`config.mk`:
```
export PLATFORM = sky130hd
export DESIGN_NAME = aux_uart
export DESIGN_NICKNAME = d
export VERILOG_FILES = /design/src/rtl/aux_uart.sv
export SDC_FILE = /design/constraint.sdc
export NUM_CORES = 1
export LEC_CHECK = 0
export ABC_AREA = 1
export BUFFER_PORTS_ARGS = -buffer_cell sky130_fd_sc_hd__buf_2
export CELL_PAD_IN_SITES_DETAIL_PLACEMENT = 1
export CELL_PAD_IN_SITES_GLOBAL_PLACEMENT = 1
export CORE_MARGIN = 5
export CORE_UTILIZATION = 40
export DETAILED_ROUTE_END_ITERATION = 10
export PLACE_DENSITY = 0.72
export RECOVER_POWER = 25
export SYNTH_ARGS = -nofsm -noshare
export SYNTH_HDL_FRONTEND = slang
export SYNTH_SLANG_ARGS = --single-unit
```
`constraint.sdc`:
```
create_clock -name clk_i -period 3 [get_ports clk_i]
set_input_delay 0.3 -clock clk_i [delete_from_list [all_inputs] [get_ports clk_i]]
set_output_delay 0.3 -clock clk_i [all_outputs]
set_load 0.005 [all_outputs]
```
`src/rtl/aux_uart.sv`:
```
// aux_uart: 8N1 UART exposed as a 4-byte register window on the aux bus.
// TX and RX share one programmable bit-time prescaler; irq_o follows rx_valid.
`timescale 1ns/1ps
module aux_uart #(
    parameter logic [15:0] BASE_ADDR    = 16'hFF00,
    parameter logic [15:0] PRESCALE_RST = 16'd103
) (
    input  logic        clk_i,
    input  logic        reset_i,
    input  logic [15:0] aux_adr_i,
    input  logic [7:0]  aux_dat_i,
    output logic [7:0]  aux_dat_o,
    output logic        aux_dat_oe_o,
    input  logic        aux_we_i,
    input  logic        aux_re_i,
    input  logic        uart_rx_i,
    output logic        uart_tx_o,
    output logic [15:0] uart_prescale_o,
    output logic        irq_o
);
    typedef enum logic [1:0] {ST_IDLE, ST_START, ST_DATA, ST_STOP} state_e;

    state_e      tx_state_q, tx_state_d, rx_state_q, rx_state_d;
    logic [15:0] prescale_q, prescale_d;
    logic [15:0] tx_cnt_q, tx_cnt_d, rx_cnt_q, rx_cnt_d;
    logic [2:0]  tx_bit_q, tx_bit_d, rx_bit_q, rx_bit_d;
    logic [7:0]  tx_hold_q, tx_hold_d, tx_shift_q, tx_shift_d;
    logic [7:0]  rx_shift_q, rx_shift_d, rx_data_q, rx_data_d;
    logic        tx_ready_q, tx_ready_d, uart_tx_q, uart_tx_d;
    logic [1:0]  rx_sync_q, rx_sync_d;
    logic        rx_prev_q, rx_prev_d;
    logic        rx_valid_q, rx_valid_d;
    logic        rx_overrun_q, rx_overrun_d;
    logic        rx_frame_q, rx_frame_d;

    logic [15:0] adr_off;
    logic        in_win, wr_data, wr_status, wr_pre_lo, wr_pre_hi, rd_data;
    logic [15:0] bit_reload, half_reload;
    logic        rx_line, rx_done, rx_bad, tx_load;
    logic [7:0]  status, rd_mux;

    assign rx_line         = rx_sync_q[1];
    assign uart_tx_o       = uart_tx_q;
    assign uart_prescale_o = prescale_q;
    assign irq_o           = rx_valid_q;
    assign aux_dat_oe_o    = aux_re_i && in_win;
    assign aux_dat_o       = aux_dat_oe_o ? rd_mux : 8'h00;

    always_comb begin
        adr_off   = aux_adr_i - BASE_ADDR;
        in_win    = (adr_off[15:2] == 14'd0);
        wr_data   = aux_we_i && in_win && (adr_off[1:0] == 2'd0);
        wr_status = aux_we_i && in_win && (adr_off[1:0] == 2'd1);
        wr_pre_lo = aux_we_i && in_win && (adr_off[1:0] == 2'd2);
        wr_pre_hi = aux_we_i && in_win && (adr_off[1:0] == 2'd3);
        rd_data   = aux_re_i && in_win && (adr_off[1:0] == 2'd0);
        // Bit time is reload+1 clocks; the RX start check waits floor(bit/2) clocks.
        bit_reload  = (prescale_q < 16'd3) ? 16'd3 : prescale_q;
        half_reload = (bit_reload >> 1) + {15'd0, bit_reload[0]} - 16'd1;
        status = {3'b000, (tx_state_q != ST_IDLE), rx_frame_q, rx_overrun_q,
                  rx_valid_q, tx_ready_q};
        case (adr_off[1:0])
            2'd0:    rd_mux = rx_data_q;
            2'd1:    rd_mux = status;
            2'd2:    rd_mux = prescale_q[7:0];
            default: rd_mux = prescale_q[15:8];
        endcase
        prescale_d = prescale_q;
        if (wr_pre_lo) prescale_d[7:0]  = aux_dat_i;
        if (wr_pre_hi) prescale_d[15:8] = aux_dat_i;
    end

    always_comb begin
        tx_state_d = tx_state_q;
        tx_cnt_d   = tx_cnt_q;
        tx_bit_d   = tx_bit_q;
        tx_shift_d = tx_shift_q;
        tx_hold_d  = tx_hold_q;
        tx_ready_d = tx_ready_q;
        uart_tx_d  = uart_tx_q;
        tx_load    = 1'b0;
        if (wr_data && tx_ready_q) begin
            tx_hold_d  = aux_dat_i;
            tx_ready_d = 1'b0;
        end
        case (tx_state_q)
            ST_IDLE: begin
                uart_tx_d = 1'b1;
                tx_load   = !tx_ready_q;
            end
            ST_START: begin
                if (tx_cnt_q == 16'd0) begin
                    tx_state_d = ST_DATA;
                    tx_cnt_d   = bit_reload;
                    tx_bit_d   = 3'd0;
                    uart_tx_d  = tx_shift_q[0];
                end else begin
                    tx_cnt_d = tx_cnt_q - 16'd1;
                end
            end
            ST_DATA: begin
                if (tx_cnt_q == 16'd0) begin
                    tx_cnt_d   = bit_reload;
                    tx_shift_d = {1'b0, tx_shift_q[7:1]};
                    if (tx_bit_q == 3'd7) begin
                        tx_state_d = ST_STOP;
                        uart_tx_d  = 1'b1;
                    end else begin
                        tx_bit_d  = tx_bit_q + 3'd1;
                        uart_tx_d = tx_shift_q[1];
                    end
                end else begin
                    tx_cnt_d = tx_cnt_q - 16'd1;
                end
            end
            default: begin
                if (tx_cnt_q == 16'd0) begin
                    tx_state_d = ST_IDLE;
                    tx_load    = !tx_ready_q;
                end else begin
                    tx_cnt_d = tx_cnt_q - 16'd1;
                end
            end
        endcase
        // A full holding register starts the next frame with no idle gap.
        if (tx_load) begin
            tx_state_d = ST_START;
            tx_cnt_d   = bit_reload;
            tx_shift_d = tx_hold_q;
            tx_ready_d = 1'b1;
            uart_tx_d  = 1'b0;
        end
    end

    always_comb begin
        rx_sync_d  = {rx_sync_q[0], uart_rx_i};
        rx_prev_d  = rx_line;
        rx_state_d = rx_state_q;
        rx_cnt_d   = rx_cnt_q;
        rx_bit_d   = rx_bit_q;
        rx_shift_d = rx_shift_q;
        rx_data_d  = rx_data_q;
        rx_done    = 1'b0;
        rx_bad     = 1'b0;
        case (rx_state_q)
            ST_IDLE: begin
                if (rx_prev_q && !rx_line) begin
                    rx_state_d = ST_START;
                    rx_cnt_d   = half_reload;
                end
            end
            ST_START: begin
                if (rx_cnt_q == 16'd0) begin
                    rx_state_d = rx_line ? ST_IDLE : ST_DATA;
                    rx_cnt_d   = bit_reload;
                    rx_bit_d   = 3'd0;
                end else begin
                    rx_cnt_d = rx_cnt_q - 16'd1;
                end
            end
            ST_DATA: begin
                if (rx_cnt_q == 16'd0) begin
                    rx_shift_d = {rx_line, rx_shift_q[7:1]};
                    rx_cnt_d   = bit_reload;
                    rx_bit_d   = rx_bit_q + 3'd1;
                    if (rx_bit_q == 3'd7) rx_state_d = ST_STOP;
                end else begin
                    rx_cnt_d = rx_cnt_q - 16'd1;
                end
            end
            default: begin
                if (rx_cnt_q == 16'd0) begin
                    rx_state_d = ST_IDLE;
                    rx_done    = rx_line;
                    rx_bad     = !rx_line;
                end else begin
                    rx_cnt_d = rx_cnt_q - 16'd1;
                end
            end
        endcase
        // A DATA read on the completing edge frees the slot for the new byte.
        rx_valid_d   = rx_valid_q && !rd_data;
        rx_overrun_d = rx_overrun_q && !(wr_status && aux_dat_i[2]);
        rx_frame_d   = rx_frame_q && !(wr_status && aux_dat_i[3]);
        if (rx_done) begin
            if (rx_valid_d) begin
                rx_overrun_d = 1'b1;
            end else begin
                rx_data_d  = rx_shift_q;
                rx_valid_d = 1'b1;
            end
        end
        if (rx_bad) rx_frame_d = 1'b1;
    end

    always_ff @(posedge clk_i or posedge reset_i) begin
        if (reset_i) begin
            prescale_q   <= PRESCALE_RST;
            tx_state_q   <= ST_IDLE;
            tx_cnt_q     <= 16'd0;
            tx_bit_q     <= 3'd0;
            tx_ready_q   <= 1'b1;
            uart_tx_q    <= 1'b1;
            rx_sync_q    <= 2'b11;
            rx_prev_q    <= 1'b1;
            rx_state_q   <= ST_IDLE;
            rx_cnt_q     <= 16'd0;
            rx_bit_q     <= 3'd0;
            rx_valid_q   <= 1'b0;
            rx_overrun_q <= 1'b0;
            rx_frame_q   <= 1'b0;
        end else begin
            prescale_q   <= prescale_d;
            tx_state_q   <= tx_state_d;
            tx_cnt_q     <= tx_cnt_d;
            tx_bit_q     <= tx_bit_d;
            tx_ready_q   <= tx_ready_d;
            uart_tx_q    <= uart_tx_d;
            rx_sync_q    <= rx_sync_d;
            rx_prev_q    <= rx_prev_d;
            rx_state_q   <= rx_state_d;
            rx_cnt_q     <= rx_cnt_d;
            rx_bit_q     <= rx_bit_d;
            rx_valid_q   <= rx_valid_d;
            rx_overrun_q <= rx_overrun_d;
            rx_frame_q   <= rx_frame_d;
        end
    end

    // Datapath registers carry no reset; their contents are qualified by control state.
    always_ff @(posedge clk_i) begin
        tx_hold_q  <= tx_hold_d;
        tx_shift_q <= tx_shift_d;
        rx_shift_q <= rx_shift_d;
        rx_data_q  <= rx_data_d;
    end
endmodule
```
==> summary.md <==
| Metric | Value |
|---|---|
| Pwr Density | 581 nW/um^2 |
| Peak supply drop | 0.000359 V |
| Worst skew pair latency | 0.36 ns |
| CTS Hold Bufs | 0 |
| Die height | 134 um |
| Storage cell area | 2630 um^2 |
| Final net count | 920 |
| Final setup fails | 0 |
| Minimum clock period | 2.60 ns |
| Global route total overflow | 0 |
| Failing checks | max-capacitance violations, max-slew violations |
| Hold Startpoint | uart_rx_i |
| Combinational group share of total power | 30.4% |
| GR Util met3 | 3.79% |
| M2 GR Usage | 37.2% |
| Synth area leader | dfrtp_1 |
| Area growth, synth to finish | 12.3% |
| Routed WL | 19000 um |
| Post-DP HPWL | 14300 um |
| Die width | 134 um |
| Resized Gates After CTS | 0 |
| End-of-flow core utilization | 45.7% |
| CTS max path bufs | 2 |
| Vias in the first global route | 5924 |
| Synthesized flop and latch total | 98 |
| Max cap viols | 1 |
| # IOs | 56 |
| Post-Syn Area per Cell | 7.61 um^2 |
| Worst-Margin Slew | 1.80 ns |
| Synth area leaders | dfrtp_1 (23%), edfxtp_1 (16%), nand2_1 (15%) |
| Switching part of the total | 38.8% |
| Starting DRC count in detailed routing | 330 |
| Slew HR | -20.1% |
| Startpoint Class | flop |
| CTS root buf | clkbuf_16 |
| Antenna-violating nets left | 0 |
| Clock Sinks | 98 |
| GR Util met1 | 27.9% |
| FF-to-FF Start | tx_state_q[1] |
| Tcrit/Tclk final | 86.6% |
| Critical Path Max Stage Delay | 0.48 ns |
| Via count | 5673 |
| Int Power | 2.47 mW |
| CP max-delay cell | o21ai_0 |
| Initial Utilization | 40.7% |
| Area of the multi-input gates | 3090 um^2 |
| Most frequent cells in the layout | nand2_1 (252), inv_1 (85), nor2_1 (77) |
| Gate Count Post-Synth | 813 |
| Pleak | 3.40 nW |
| Layer with the highest usage | met2 |
| Crit-path cells | ha_1 > inv_1 > nand3_1 > nand2_2 > inv_2 > o21ai_0 |
| Fill count | 1950 |
| Post-route cell area | 6950 um^2 |
| H-tree depth | 3 |
| Layout Skew | 0.00945 ns |
| Worst R2R Setup Slack | 0.40 ns |
| DR vias/cell | 5.32 |
| RSZ-0062 raised after global routing | no |
| Synthesized cell area | 6190 um^2 |
| Crit-path max FO | 20 |
| Overall power | 4.04 mW |
| Buf/Inv on CP | 2 |
| Residual DRC | 0 |
| PortBufs | 55 |
| DR pass1 iterations | 5 |
| Most common cell after layout, fill and taps aside | nand2_1 |
| Worst EP required | 2.97 ns |
| Worst path top cell family by delay | buffers and inverters |
| Worst Path Arrival | 2.57 ns |
| # rows | 45 |
| Netlist cell types | 44 |
| RePlAce Congestion | 0.920 |
| Hold Fails Final Rpt | 0 |
| Worst hold-check path type | primary input to flop |
| Sequential power share | 40.7% |
| Total CTS buffers | 9 |
| WS Path Type | flop to flop |
| Pre-CTS WS | 0.401 ns |
| YS warnings | 0 |
| Clk network pwr share | 28.8% |
| Status | complete, but fails checks |
| Setup ws final | 0.403 ns |
| Share of cells above drive strength 1 | 15.3% |
| Worst setup path startpoint | tx_state_q[1] |
| Sequential share of the synthesized area | 42.4% |
| CTS tree | built |
| Largest net degree at the start of global routing | 67 |
| First-pass GRT wire length | 31600 um |
| Psw | 1.56 mW |
| Main synth FF type | dfrtp_1 |
| Sum Neg Setup Slack | 0 ns |
| Synth top area share | 22.7% |
| Fraction of registers with async set/reset | 67.3% |
| Final Slew Violations | 67 |
| Setup bufs post-CTS | 0 |
| Max frequency | 385 MHz |
| Initial antenna violation count | 0 |
| Post-synth EDFFs | 32 |
| Post-synthesis net count | 860 |
| Core ar. | 15200 um^2 |
| Clock transition at path regs | 0.08 ns |
| Critical Path End Type | flop |
| Placed cell areas | 6670 um^2 |
| DIE AREA | 18100 um^2 |
| Wire per inst | 17.8 um |
| Diodes inserted | 0 |
| Tot GR Track Use | 22.0% |
layout make-up:
type                            count  area share (%)
Sequential cell                    98            37.8
Clock inverter                      7           0.883
Inverter                           93            5.17
Multi-Input combinational cell    604            44.4
Timing Repair Buffer               67            5.10
Clock buffer                        9            3.24
Tap cell                          188            3.39
synthesized netlist by cell type, types with 3 or more instances:
cell      number
nand2_1      252
inv_1         85
nor2_1        77
nand3_1       72
dfrtp_1       56
o21ai_0       51
a21oi_1       35
edfxtp_1      32
ha_1          18
xor2_1        15
nand2_2       13
dfstp_2       10
nand3_2       10
nand4_1        8
nor2_2         8
nor3_1         8
buf_2          7
xnor2_1        7
clkbuf_1       6
inv_2          6
a41oi_1        3
nor4_1         3
cells by family (layout without fill, tap and decap cells):
| kind of cell | count (synthesis) | after routing | synth area share [%] |
|---|---|---|---|
| xor gates and xnor gates | 22 | 22 | 3.11 |
| AOI/OAI and AO/OA | 104 | 104 | 9.77 |
| adders and majority gates | 18 | 18 | 3.64 |
| and+or+nand+nor | 460 | 460 | 33.4 |
| buffers and inverters | 111 | 176 | 7.67 |
| DFF | 98 | 98 | 42.4 |
through the flow:
stage	hold WS [ns]	cells
5_1_grt	0.0169	1066
4_1_cts	0.0130	1066
3_5_place_dp	0.350	1050
3_3_place_gp	0.347	1050
2_1_floorplan	0.304	813
6_report	0.0296	1066
worst paths after layout:
path | endpoint | cells past startpoint
setup / recovery | tx_shift_q[6] | 6
hold / removal | rx_sync_q[0] | 1
setup reg to reg | tx_shift_q[6] | 6
hold reg to reg | rx_sync_q[1] | 0
max in group asynchronous | rx_bit_q[2] | 3
min in group asynchronous | rx_cnt_q[3] | 3
routing by layer:
metal | vias to the layer above | share of wire [%]
li1 | 2758 | -
met5 | - | 0
met3 | 50 | 3.5
met2 | 101 | 49
met1 | 2764 | 44
met4 | 0 | 3.4
power by group through the flow:
stage | Clock [mW] | Combinational (mW) | Sequential (mW)
2_1_floorplan | 0 | 0.929 | 1.63
3_3_place_gp | 0 | 1.19 | 1.66
3_5_place_dp | 0 | 1.23 | 1.67
4_1_cts | 1.20 | 1.24 | 1.65
5_1_grt | 1.26 | 1.41 | 1.67
6_report | 1.16 | 1.23 | 1.64
state kept, by name (all words and copies together), names as in the netlist, 2 cells and up:
signal           cells
tx_state_q           2
rx_bit_q             3
tx_hold_q            8
rx_cnt_q            16
rx_state_q           2
uart_prescale_o     16
tx_bit_q             3
rx_data_q            8
rx_shift_q           8
tx_shift_q           8
tx_cnt_q            16
rx_sync_q            2
(Power assumes the default switching activity.)
